`src/rtl/ov5640_dvp_capture_pkg.sv`:
```
// rtl/ov5640_dvp_capture_pkg.sv - shared types and RGB565 expansion for the DVP capture front end
package ov5640_dvp_capture_pkg;

    localparam int COLOR_W = 8;

    typedef enum logic {
        HIGH_BYTE = 1'b0,
        LOW_BYTE  = 1'b1
    } byte_phase_t;

    typedef struct packed {
        logic [COLOR_W-1:0] r;
        logic [COLOR_W-1:0] g;
        logic [COLOR_W-1:0] b;
    } rgb888_t;

    // Replicating the top bits keeps full-scale 565 values at 0xFF after expansion.
    function automatic rgb888_t rgb565_to_888(input logic [15:0] pix);
        rgb888_t c;
        c.r = {pix[15:11], pix[15:13]};
        c.g = {pix[10:5],  pix[10:9]};
        c.b = {pix[4:0],   pix[4:2]};
        return c;
    endfunction

endpackage

```
`src/rtl/ov5640_dvp_capture_if.sv`:
```
// rtl/ov5640_dvp_capture_if.sv - RGB888 pixel stream with line/frame syncs toward the YCbCr stage
interface ov5640_dvp_capture_if;
    import ov5640_dvp_capture_pkg::*;

    logic [COLOR_W-1:0] rgb_r;
    logic [COLOR_W-1:0] rgb_g;
    logic [COLOR_W-1:0] rgb_b;
    logic               rgb_hs;
    logic               rgb_vs;
    logic               rgb_de;

    modport master (output rgb_r, rgb_g, rgb_b, rgb_hs, rgb_vs, rgb_de);
    modport slave  (input  rgb_r, rgb_g, rgb_b, rgb_hs, rgb_vs, rgb_de);

endinterface

```
`src/rtl/ov5640_dvp_capture_frame_skip_gate.sv`:
```
// rtl/ov5640_dvp_capture_frame_skip_gate.sv - counts frame starts and opens the pixel gate after SKIP_FRAMES
module ov5640_dvp_capture_frame_skip_gate #(
    parameter int unsigned SKIP_FRAMES = 10
) (
    input  logic clk,
    input  logic rst,
    input  logic i_vs_n,
    input  logic i_vs_valid,
    output logic o_frame_valid
);

    localparam logic [7:0] SKIP = 8'(SKIP_FRAMES);

    logic       r_vs_prev;
    logic [7:0] r_cnt;
    logic       w_frame_start;

    assign w_frame_start = r_vs_prev & ~i_vs_n;

    // r_vs_prev stays low until the input stage holds real sensor samples, so a
    // reset released mid-frame never fakes a frame start.
    always_ff @(posedge clk) begin
        if (rst) begin
            r_vs_prev     <= 1'b0;
            r_cnt         <= 8'd0;
            o_frame_valid <= 1'b0;
        end else begin
            r_vs_prev <= i_vs_valid & i_vs_n;
            if (w_frame_start) begin
                if (r_cnt < SKIP) begin
                    r_cnt <= r_cnt + 8'd1;
                end
                o_frame_valid <= (r_cnt == SKIP);
            end
        end
    end

endmodule

```
`src/rtl/ov5640_dvp_capture.sv`:
```
// rtl/ov5640_dvp_capture.sv - OV5640 DVP byte capture, RGB565 pairing and 888 expansion
module ov5640_dvp_capture
    import ov5640_dvp_capture_pkg::*;
#(
    parameter int unsigned SKIP_FRAMES    = 10,
    parameter bit          VS_ACTIVE_HIGH = 1'b1
) (
    input  logic                        clk,
    input  logic                        rst,
    input  logic                        cam_vsync,
    input  logic                        cam_href,
    input  logic [7:0]                  cam_data,
    ov5640_dvp_capture_if.master        rgb,
    output logic                        frame_valid,
    output logic                        odd_byte_err
);

    logic        r_vs_d1;
    logic        r_href_d1;
    logic [7:0]  r_data_d1;
    logic        r_in_valid;
    byte_phase_t r_phase;
    logic [7:0]  r_hi_byte;
    logic [15:0] r_pix;
    logic        r_pix_strobe;
    logic        r_odd_err;
    rgb888_t     r_rgb;
    logic        r_hs;
    logic        r_vs;
    logic        r_de;

    logic        w_vs_n;
    logic        w_frame_valid;

    assign w_vs_n = r_vs_d1 ^ ~VS_ACTIVE_HIGH;

    ov5640_dvp_capture_frame_skip_gate #(
        .SKIP_FRAMES(SKIP_FRAMES)
    ) u_frame_skip_gate (
        .clk          (clk),
        .rst          (rst),
        .i_vs_n       (w_vs_n),
        .i_vs_valid   (r_in_valid),
        .o_frame_valid(w_frame_valid)
    );

    always_ff @(posedge clk) begin
        if (rst) begin
            r_vs_d1      <= 1'b0;
            r_href_d1    <= 1'b0;
            r_data_d1    <= 8'd0;
            r_in_valid   <= 1'b0;
            r_phase      <= HIGH_BYTE;
            r_hi_byte    <= 8'd0;
            r_pix        <= 16'd0;
            r_pix_strobe <= 1'b0;
            r_odd_err    <= 1'b0;
            r_rgb        <= '0;
            r_hs         <= 1'b0;
            r_vs         <= 1'b0;
            r_de         <= 1'b0;
        end else begin
            r_vs_d1      <= cam_vsync;
            r_href_d1    <= cam_href;
            r_data_d1    <= cam_data;
            r_in_valid   <= 1'b1;
            r_pix_strobe <= 1'b0;

            if (r_href_d1) begin
                if (r_phase == HIGH_BYTE) begin
                    r_hi_byte <= r_data_d1;
                    r_phase   <= LOW_BYTE;
                end else begin
                    r_pix        <= {r_hi_byte, r_data_d1};
                    r_pix_strobe <= 1'b1;
                    r_phase      <= HIGH_BYTE;
                end
            end else begin
                // Line ended on an unpaired byte: drop it and realign for the next line.
                if (r_phase == LOW_BYTE) begin
                    r_odd_err <= 1'b1;
                end
                r_phase <= HIGH_BYTE;
            end

            r_de <= r_pix_strobe & w_frame_valid;
            if (r_pix_strobe & w_frame_valid) begin
                r_rgb <= rgb565_to_888(r_pix);
            end
            r_hs <= r_href_d1 & w_frame_valid;
            r_vs <= r_in_valid & w_vs_n;
        end
    end

    assign rgb.rgb_r     = r_rgb.r;
    assign rgb.rgb_g     = r_rgb.g;
    assign rgb.rgb_b     = r_rgb.b;
    assign rgb.rgb_hs    = r_hs;
    assign rgb.rgb_vs    = r_vs;
    assign rgb.rgb_de    = r_de;
    assign frame_valid   = w_frame_valid;
    assign odd_byte_err  = r_odd_err;

endmodule

```
`src/flat_wrapper.sv`:
```
// flat-port wrapper written by rule: the top's interface ports become plain ports
module ov5640_dvp_capture_flat import ov5640_dvp_capture_pkg::*;
#(
    parameter int unsigned SKIP_FRAMES    = 10,
    parameter bit          VS_ACTIVE_HIGH = 1'b1
)
  (clk, rst, cam_vsync, cam_href, cam_data, frame_valid, odd_byte_err, rgb_rgb_r, rgb_rgb_g, rgb_rgb_b, rgb_rgb_hs, rgb_rgb_vs, rgb_rgb_de);
  ov5640_dvp_capture_if rgb_i ();
  input  logic clk;
  input  logic rst;
  input  logic cam_vsync;
  input  logic cam_href;
  input  logic [7:0] cam_data;
  output logic frame_valid;
  output logic odd_byte_err;
  output wire logic [$bits(rgb_i.rgb_r)-1:0] rgb_rgb_r;
  output wire logic [$bits(rgb_i.rgb_g)-1:0] rgb_rgb_g;
  output wire logic [$bits(rgb_i.rgb_b)-1:0] rgb_rgb_b;
  output wire logic [$bits(rgb_i.rgb_hs)-1:0] rgb_rgb_hs;
  output wire logic [$bits(rgb_i.rgb_vs)-1:0] rgb_rgb_vs;
  output wire logic [$bits(rgb_i.rgb_de)-1:0] rgb_rgb_de;
  assign rgb_rgb_r = rgb_i.rgb_r;
  assign rgb_rgb_g = rgb_i.rgb_g;
  assign rgb_rgb_b = rgb_i.rgb_b;
  assign rgb_rgb_hs = rgb_i.rgb_hs;
  assign rgb_rgb_vs = rgb_i.rgb_vs;
  assign rgb_rgb_de = rgb_i.rgb_de;
  ov5640_dvp_capture #(.SKIP_FRAMES(SKIP_FRAMES), .VS_ACTIVE_HIGH(VS_ACTIVE_HIGH)) u_core (.clk(clk), .rst(rst), .cam_vsync(cam_vsync), .cam_href(cam_href), .cam_data(cam_data), .rgb(rgb_i), .frame_valid(frame_valid), .odd_byte_err(odd_byte_err));
endmodule
```
`config.mk`:
```
export PLATFORM = sky130hd
export DESIGN_NAME = ov5640_dvp_capture_flat
export DESIGN_NICKNAME = d
export VERILOG_FILES = /design/src/rtl/ov5640_dvp_capture_pkg.sv /design/src/rtl/ov5640_dvp_capture_if.sv /design/src/rtl/ov5640_dvp_capture_frame_skip_gate.sv /design/src/rtl/ov5640_dvp_capture.sv /design/src/flat_wrapper.sv
export SDC_FILE = /design/constraint.sdc
export NUM_CORES = 1
export LEC_CHECK = 0
export CORE_UTILIZATION = 56
export CTS_BUF_LIST = sky130_fd_sc_hd__clkbuf_8 sky130_fd_sc_hd__clkbuf_16
export DETAILED_ROUTE_END_ITERATION = 8
export PLACE_DENSITY = 0.93
export SYNTH_ARGS = -nofsm -noshare
export SYNTH_HDL_FRONTEND = slang
export SYNTH_HIERARCHICAL = 1
export SYNTH_SLANG_ARGS = --single-unit
```
`constraint.sdc`:
```
create_clock -name clk -period 2.75 [get_ports clk]
set_clock_uncertainty 0.2 [all_clocks]
set_input_delay 0.55 -clock clk [delete_from_list [all_inputs] [get_ports clk]]
set_output_delay 0.55 -clock clk [all_outputs]
set_load 0.03 [all_outputs]
```
==> run summary, run 1 <==
Vias in the first global route: 1512
Crit. Startpoint: u_core/u_frame_skip_gate/o_frame_valid$_SDFFE_PP0P_
Hold-fix buffers, CTS: 0
Chip Width: 69.4 um
Crit Path Category: flip-flop to primary output
Commonest non-fill, non-tap cell in the layout: dfxtp_1
I/O pin count: 41
Setup WS pre-CTS: 0.894 ns
Hold Crit Start: u_core/r_in_valid$_DFF_P_
Initial antenna violation count: 0
Hold crit path type: flip-flop to flip-flop
# nets final: 276
Number of port buffers: 40
# setup viols final: 0
Area growth syn-to-layout: 21.0%
Post-synth top area cell: dfxtp_1
Fmax: 0.465 GHz
Synthesis-stage register bit count: 67
Leakage: 1.22 nW
Worst-margin pin slew: 0.665 ns
Arrival time at the worst endpoint: 1.40 ns
Fillers: 319
Post-synth EDFFs: 0
# diodes: 0
First-pass GRT wire length: 7090 um
Largest cells by area after synthesis: dfxtp_1 53%, mux2i_1 16%, nand2b_1 12%, nor2b_1 3.4%, buf_4 2.4%
Crit-path slowest cell: clkdlybuf4s50_1
Root Driver: clkbuf_8
Final hold violations: 0
Max-cap check violation count: 0
WL final: 4250 um
Post-Synthesis Mean Instance Area: 11.1 um^2
CP peak stage delay: 0.70 ns
Cts bufs inserted: 9
Peak supply drop: 388 uV
Setup Fix Bufs, Post-CTS: 0
RR Startpoint: u_core/u_frame_skip_gate/r_cnt[5]$_SDFFE_PP0P_
Post-Syn Instances: 230
Vias: 1625
Grt total ovfl: 0
Min Tclk post-route: 2.15 ns
Total core area: 4350 um^2
Top_reg_cell synth: dfxtp_1
GRT Total Usage: 0.193
Vias per cell: 5.09
Area occupied by registers: 1340 um^2
Cell family with most CP delay: buffers and inverters
Crit path buffers/inverters: 1
DP Wirelength: 2770 um
Worst Setup Start Kind: flip-flop
Mapped cell area: 2540 um^2
Max-slew violations: 0
Reg clk slew, reported paths: 0.06 ns
Row cnt: 24
Initial DRC count: 100
Antenna Nets Post-Route: 0
Pwr Density: 592 nW/um^2
Crit-path max FO: 6
Die Area: 4820 um^2
Crit-path cells: clkdlybuf4s50_1
Gpl congestion: 0.704
R2R Path End: u_core/u_frame_skip_gate/r_cnt[2]$_SDFFE_PP0P_
Hold-critical path endpoint: u_core/u_frame_skip_gate/r_vs_prev$_SDFF_PP0_
H-tree level count: 3
Max-slew headroom: 0.555
Critical Path Sink Type: primary output
Sum Neg Setup Slack: 0 ns
R2R setup slack: 1.08 ns
RSZ-0062 raised after global routing: no
Post-synthesis cell type count: 33
Power after layout: 1.82 mW
Synthesized netlist net count: 244
WL/cell: 13.3 um
TritonCTS clock tree: done
Status: complete, no violations
R2R depth: 3
Post-synth top area share: 0.527
Synthesis warning total: 6
Sequential area share after synthesis: 0.527
Largest net degree at the start of global routing: 40
Area of the multi-input gates: 1060 um^2
TritonCTS Sinks: 67
Resize count post-CTS: 0
Initial core utilization: 0.584
Most frequent cells in the layout: 67 x dfxtp_1, 50 x nand2b_1, 40 x mux2i_1
Final Worst Setup Slack: 0.598 ns
Worst-Skew Late Latency: 0.33 ns
Req. time, crit path: 2.00 ns
Layout cells sized above 1: 0.0712
Post-synth ARST share: 0
DR DRC count: 0
DR pass1 iterations: 4
Tcrit/Tclk final: 0.783
Chip height: 69.4 um
Clock Tree Buf Depth: 2
Hold path depth: 2
==> layout make-up <==
class / instances / share of cell area
clock buffers: 10 / 0.0447
repair buffers: 41 / 0.135
well taps: 52 / 0.0211
multi-input cells: 140 / 0.344
flip-flops and latches: 67 / 0.436
inverters: 3 / 0.00366
clock inverters: 6 / 0.0163
==> logic make-up after synthesis <==
family / count (synthesis) / synth area share
buf+inv: 23 / 0.0570
simple gates: 86 / 0.215
compound gates: 12 / 0.0339
mux: 40 / 0.157
flops: 67 / 0.527
fa+ha+maj: 2 / 0.00983
==> through the flow <==
stage	instance area, um^2	util	instances	hold WS [ns]
floorplan	2540	-	230	0.214
finish	3080	0.707	319	0.246
global placement	2890	0.664	303	0.220
CTS	3080	0.707	319	0.249
detailed placement	2890	0.664	303	0.230
global route	3080	0.707	319	0.278
==> state kept, by name, summed over array words and instances, names as in the netlist, 5 cells and up <==
name / flops
u_core/u_frame_skip_gate/r_cnt: 8
u_core/rgb.rgb_g: 6
u_core/r_pix: 16
u_core/rgb.rgb_r: 5
u_core/r_data_d1: 8
u_core/rgb.rgb_b: 5
u_core/r_hi_byte: 8
==> power breakdown <==
group	switching (mW)	internal [mW]	total, mW	leakage [nW]
combinational	0.0328	0.0423	0.0751	0.570
clock	0.325	0.429	0.754	0.111
sequential	0.00714	0.986	0.993	0.544
total	0.365	1.46	1.82	1.22
==> per-layer routing <==
metal  wire length, um  vias up  GRT usage
li1                  -      820          -
met1              1930      763      0.221
met5                 0        -          0
met3               132        5     0.0610
met4                55        0      0.102
met2              2130       37      0.319
==> synth_stat cells, types with 2 or more instances <==
cell type / n
nor2_1: 4
buf_2: 4
nand2b_1: 50
a21oi_1: 2
clkbuf_1: 6
a311oi_1: 2
dfxtp_1: 67
nor2b_1: 14
o21ai_0: 2
buf_4: 8
ha_1: 2
nand2_1: 3
and2_1: 2
and3_1: 4
mux2i_1: 40
and2b_1: 2
inv_1: 2
==> how the worst max path moves through the flow <==
stage                                                      to  slack (ns)  depth (start not counted)
6_report                                          frame_valid        0.60                          1
5_1_grt                                           frame_valid        0.52                          1
4_1_cts                                           frame_valid        0.57                          1
3_5_place_dp   u_core/u_frame_skip_gate/r_cnt[0]$_SDFFE_PP0P_        0.89                          4
3_3_place_gp   u_core/u_frame_skip_gate/r_cnt[0]$_SDFFE_PP0P_        0.92                          4
2_1_floorplan                                    rgb_rgb_b[5]        1.28                          1
==> worst min-delay path, cell delays in order (launching register included) <==
cell and delay (ns):
dfxtp_1 0.30, nand2_1 0.06, nor2_1 0.04
Note: power is estimated with default switching activity, not from simulation.
==> run 2, diff against run 1 <==
--- a/config.mk
+++ b/config.mk
@@ -5,10 +5,10 @@
 export SDC_FILE = /design/constraint.sdc
 export NUM_CORES = 1
 export LEC_CHECK = 0
-export CORE_UTILIZATION = 56
+export CORE_UTILIZATION = 52
 export CTS_BUF_LIST = sky130_fd_sc_hd__clkbuf_8 sky130_fd_sc_hd__clkbuf_16
 export DETAILED_ROUTE_END_ITERATION = 8
-export PLACE_DENSITY = 0.93
+export PLACE_DENSITY = 0.88
 export SYNTH_ARGS = -nofsm -noshare
 export SYNTH_HDL_FRONTEND = slang
 export SYNTH_HIERARCHICAL = 1
==> constraint.sdc (replaced) <==
create_clock -name clk -period 2.01 [get_ports clk]
set_clock_uncertainty 0.2 [all_clocks]
set_input_delay 0.402 -clock clk [delete_from_list [all_inputs] [get_ports clk]]
set_output_delay 0.402 -clock clk [all_outputs]
set_load 0.03 [all_outputs]
==> run summary, run 2 (synthesis results as in run 1) <==
Worst Setup Start Kind: flip-flop
Hold Crit Start: u_core/r_in_valid$_DFF_P_
DR DRC count: 0
Largest net degree at the start of global routing: 29
Commonest non-fill, non-tap cell in the layout: dfxtp_1
Number of port buffers: 40
Antenna Nets Post-Route: 0
Row cnt: 25
# nets final: 277
Die Area: 5180 um^2
Most frequent cells in the layout: 67 x dfxtp_1, 50 x nand2b_1, 40 x mux2i_1
Power after layout: 2.50 mW
GRT Total Usage: 0.178
Gpl congestion: 0.753
Vias: 1617
Initial core utilization: 0.539
Crit Path Category: flip-flop to primary output
Max-slew violations: 0
Top reg by flops: u_core/r_pix
Crit-path cells: clkdlybuf4s50_1
Vias in the first global route: 1464
Min Tclk post-route: 1.96 ns
H-tree level count: 3
Pwr Density: 802 nW/um^2
Crit-path max FO: 3
Fillers: 364
I/O pin count: 41
Worst-Skew Late Latency: 0.34 ns
Cell family with most CP delay: buffers and inverters
Critical Path Sink Type: primary output
Leakage: 1.34 nW
Cell count after placement: 319
Arrival time at the worst endpoint: 1.36 ns
Initial DRC count: 83
Worst-margin pin slew: 0.648 ns
Hold-fix buffers, CTS: 0
Peak supply drop: 486 uV
WL final: 4180 um
TritonCTS clock tree: done
DP Wirelength: 2630 um
# setup viols final: 0
Max-slew headroom: 0.567
Fmax: 0.509 GHz
Cts bufs inserted: 9
R2R setup slack: 0.45 ns
Chip height: 72.0 um
Layout cells sized above 1: 0.0858
Area growth syn-to-layout: 22.6%
Chip Width: 72.0 um
Hold path depth: 2
WL/cell: 12.5 um
Largest register FFs: 16
Area occupied by registers: 1340 um^2
Grt total ovfl: 0
Tcrit/Tclk final: 0.977
Req. time, crit path: 1.41 ns
Final hold violations: 0
# diodes: 0
Clock Tree Buf Depth: 2
Layout Cells excl Fill: 335
Crit path buffers/inverters: 1
Hold crit path type: flip-flop to flip-flop
Reg clk slew, reported paths: 0.07 ns
R2R depth: 3
Area of the multi-input gates: 1060 um^2
DR pass1 iterations: 4
First-pass GRT wire length: 6780 um
Root Driver: clkbuf_8
Setup Fix Bufs, Post-CTS: 0
Sum Neg Setup Slack: 0 ns
TritonCTS Sinks: 67
RSZ-0062 raised after global routing: no
Status: complete, no violations
Hold-critical path endpoint: u_core/u_frame_skip_gate/r_vs_prev$_SDFF_PP0_
CP peak stage delay: 0.67 ns
Initial antenna violation count: 0
Total core area: 4720 um^2
R2R Path End: u_core/u_frame_skip_gate/r_cnt[2]$_SDFFE_PP0P_
Crit-path slowest cell: clkdlybuf4s50_1
RR Startpoint: u_core/u_frame_skip_gate/r_cnt[5]$_SDFFE_PP0P_
Max-cap check violation count: 0
Vias per cell: 4.83
[run 2: changes by cell type in the layout (fill, tap and decap cells not counted), sizes merged]
| cell | before | now |
|---|---|---|
| bufinv | 1 | 0 |
| inv | 7 | 4 |
| clkinvlp | 0 | 1 |
| buf | 2 | 3 |
| clkbuf | 10 | 12 |
| clkinv | 1 | 2 |
| dlygate4sd2 | 0 | 2 |
| dlymetal6s2s | 0 | 6 |
| clkdlybuf4s50 | 39 | 31 |
[run 2: area by class of cell]
| class | count | area share |
|---|---|---|
| Clock inverter | 4 | 0.00802 |
| Multi-Input combinational cell | 140 | 0.339 |
| Sequential cell | 67 | 0.430 |
| Inverter | 3 | 0.00361 |
| Tap cell | 67 | 0.0269 |
| Timing Repair Buffer | 42 | 0.140 |
| Clock buffer | 12 | 0.0529 |
[run 2: how the worst max path moves through the flow]
stage               slack [ns]                                                start                                              to  cells after the start
floorplan                 0.62       u_core/u_frame_skip_gate/r_cnt[5]$_SDFFE_PP0P_  u_core/u_frame_skip_gate/r_cnt[2]$_SDFFE_PP0P_                      3
global placement          0.37  u_core/u_frame_skip_gate/o_frame_valid$_SDFFE_PP0P_                                     frame_valid                      1
detailed placement        0.35  u_core/u_frame_skip_gate/o_frame_valid$_SDFFE_PP0P_                                     frame_valid                      1
CTS                      0.009                     u_core/rgb.rgb_r[5]$_SDFFE_PP0P_                                    rgb_rgb_r[5]                      1
global route             0.001                     u_core/rgb.rgb_r[3]$_SDFFE_PP0P_                                    rgb_rgb_r[3]                      1
finish                    0.05                     u_core/rgb.rgb_g[1]$_SDFFE_PP0P_                                    rgb_rgb_g[7]                      1
[run 2: per-layer routing]
metal  global-route usage  share of wire  wire, um
met5                    0              0         0
met2                0.271           0.47      1970
met4                0.133          0.032       133
met1                0.215           0.46      1910
met3               0.0486          0.041       170
[run 2: power by group]
part / leakage [nW] / total (mW) / switching, mW / internal (mW)
sequential: 0.544 / 1.36 / 0.00989 / 1.35
clock: 0.0998 / 1.04 / 0.495 / 0.544
combinational: 0.697 / 0.104 / 0.0450 / 0.0589
total: 1.34 / 2.50 / 0.550 / 1.95
[run 2: what timing repair did]
item	in CTS	in global routing
resized for setup	2	6
endpoints found under the setup margin	2	6
cloned	0	0
[run 2: worst min-delay path: stages (launching register included)]
cell and delay (ns):
dfxtp_1 0.31, nand2_1 0.06, nor2_1 0.04
[run 2: through the flow]
step	setup WS [ns]	util	instance area, um^2	hold WS, ns
after CTS	0.00945	0.657	3110	0.251
after detailed placement	0.346	0.618	2920	0.228
after floorplan	0.623	-	2540	0.214
after global placement	0.373	0.618	2920	0.219
final	0.0456	0.661	3120	0.253
after global routing	0.00149	0.661	3120	0.275
==> run 3, diff against run 2 <==
--- a/config.mk
+++ b/config.mk
@@ -6,7 +6,6 @@
 export NUM_CORES = 1
 export LEC_CHECK = 0
 export CORE_UTILIZATION = 52
-export CTS_BUF_LIST = sky130_fd_sc_hd__clkbuf_8 sky130_fd_sc_hd__clkbuf_16
 export DETAILED_ROUTE_END_ITERATION = 8
 export PLACE_DENSITY = 0.88
 export SYNTH_ARGS = -nofsm -noshare
==> run summary, run 3 (synthesis results as in run 1) <==
Max-slew violations: 0
Final Worst Setup Slack: 0.0456 ns
First-pass GRT wire length: 6780 um
GRT Total Usage: 0.178
Vias in the first global route: 1464
Crit-path max FO: 3
Critical Path Sink Type: primary output
Crit-path slowest cell: clkdlybuf4s50_1
Max-cap check violation count: 0
Peak supply drop: 486 uV
Clock share of power: 0.417
Setup Fix Bufs, Post-CTS: 0
Vias: 1617
Total core area: 4720 um^2
Cts bufs inserted: 9
Power after layout: 2.51 mW
Commonest non-fill, non-tap cell in the layout: dfxtp_1
Grt total ovfl: 0
Number of port buffers: 40
Chip Width: 72.0 um
Reg clk slew, reported paths: 0.07 ns
# setup viols final: 0
TritonCTS clock tree: done
Sum Neg Setup Slack: 0 ns
Seq pwr share: 0.542
# diodes: 0
Worst-Skew Late Latency: 0.34 ns
Min Tclk post-route: 1.96 ns
Crit-path cells: clkdlybuf4s50_1
Initial core utilization: 0.539
Vias per cell: 4.83
DR pass1 iterations: 4
Area growth syn-to-layout: 22.6%
WL/cell: 12.5 um
Net Sw Power: 0.550 mW
Final hold violations: 0
Initial antenna violation count: 0
Crit Path Category: flip-flop to primary output
Initial DRC count: 83
DP Wirelength: 2630 um
Setup WS pre-CTS: 0.346 ns
H-tree level count: 3
Core Util, Final: 0.661
Gpl congestion: 0.753
Largest net degree at the start of global routing: 29
DR DRC count: 0
CP peak stage delay: 0.67 ns
Crit path buffers/inverters: 1
Layout cells sized above 1: 0.0858
Cell family with most CP delay: buffers and inverters
Req. time, crit path: 1.41 ns
Row cnt: 25
Worst-margin pin slew: 0.648 ns
Combinational Power Share: 0.041
Fmax: 0.509 GHz
Pint: 1.96 mW
Die Area: 5180 um^2
Pwr Density: 803 nW/um^2
Arrival time at the worst endpoint: 1.36 ns
Clock Tree Buf Depth: 2
Chip height: 72.0 um
I/O pin count: 41
RSZ-0062 raised after global routing: no
Worst Setup Start Kind: flip-flop
# nets final: 277
Most frequent cells in the layout: 67 x dfxtp_1, 50 x nand2b_1, 40 x mux2i_1
WL final: 4180 um
Top reg by flops: u_core/r_pix
TritonCTS Sinks: 67
Min Hold Slack: 0.253 ns
Largest register FFs: 16
Antenna Nets Post-Route: 0
Hold crit path type: flip-flop to flip-flop
Max-slew headroom: 0.567
Sw Ratio: 0.219
Status: complete, no violations
Root Driver: clkbuf_8
Tcrit/Tclk final: 0.977
Leakage: 1.34 nW
## run 3: cell types whose count changed in the layout (fill, tap and decap cells not counted)
cell      before  now
clkbuf_1       0    1
inv_1          3    2
## run 3: stage by stage
| step | area [um^2] | std cells |
|---|---|---|
| after global routing | 3120 | 335 |
| after CTS | 3110 | 335 |
| after floorplan | 2540 | 230 |
| after global placement | 2920 | 319 |
| after detailed placement | 2920 | 319 |
| final | 3120 | 335 |
## run 3: power by group through the flow
stage               clock network (mW)  logic [mW]  registers, mW
floorplan                            0      0.0648           1.39
global placement                     0       0.102           1.39
detailed placement                   0       0.104           1.39
CTS                               1.06       0.105           1.36
global route                      1.12       0.114           1.36
finish                            1.04       0.104           1.36
## run 3: repair_timing
action,CTS,global route
resized for setup,2,6
setup endpoints to repair,2,6
hold buffers,0,0
## run 3: area by class of cell
type	count	area [um^2]
flip-flops and latches	67	1340
repair buffers	42	435
clock inverters	3	21.3
clock buffers	13	169
well taps	67	83.8
multi-input cells	140	1060
inverters	3	11.3
fillers	364	1600
## run 3: worst reg2reg max path, stage by stage, from the launching register on
cell,delay (ns)
dfxtp_1,0.33
nor4b_4,0.47
a41oi_1,0.19
a311oi_1,0.27
## run 3: metal layers
metal / wire (um) / track usage
met3: 170 / 0.0486
met2: 1970 / 0.271
met5: 0 / 0
met1: 1910 / 0.215
met4: 133 / 0.133
## run 3: worst paths after layout
kind | slack [ns] | to | from | depth (start not counted)
worst max-delay path | 0.05 | rgb_rgb_g[7] | u_core/rgb.rgb_g[1]$_SDFFE_PP0P_ | 1
worst min-delay path | 0.25 | u_core/u_frame_skip_gate/r_vs_prev$_SDFF_PP0_ | u_core/r_in_valid$_DFF_P_ | 2
worst max register to register | 0.45 | u_core/u_frame_skip_gate/r_cnt[2]$_SDFFE_PP0P_ | u_core/u_frame_skip_gate/r_cnt[5]$_SDFFE_PP0P_ | 3
worst min register to register | 0.25 | u_core/u_frame_skip_gate/r_vs_prev$_SDFF_PP0_ | u_core/r_in_valid$_DFF_P_ | 2
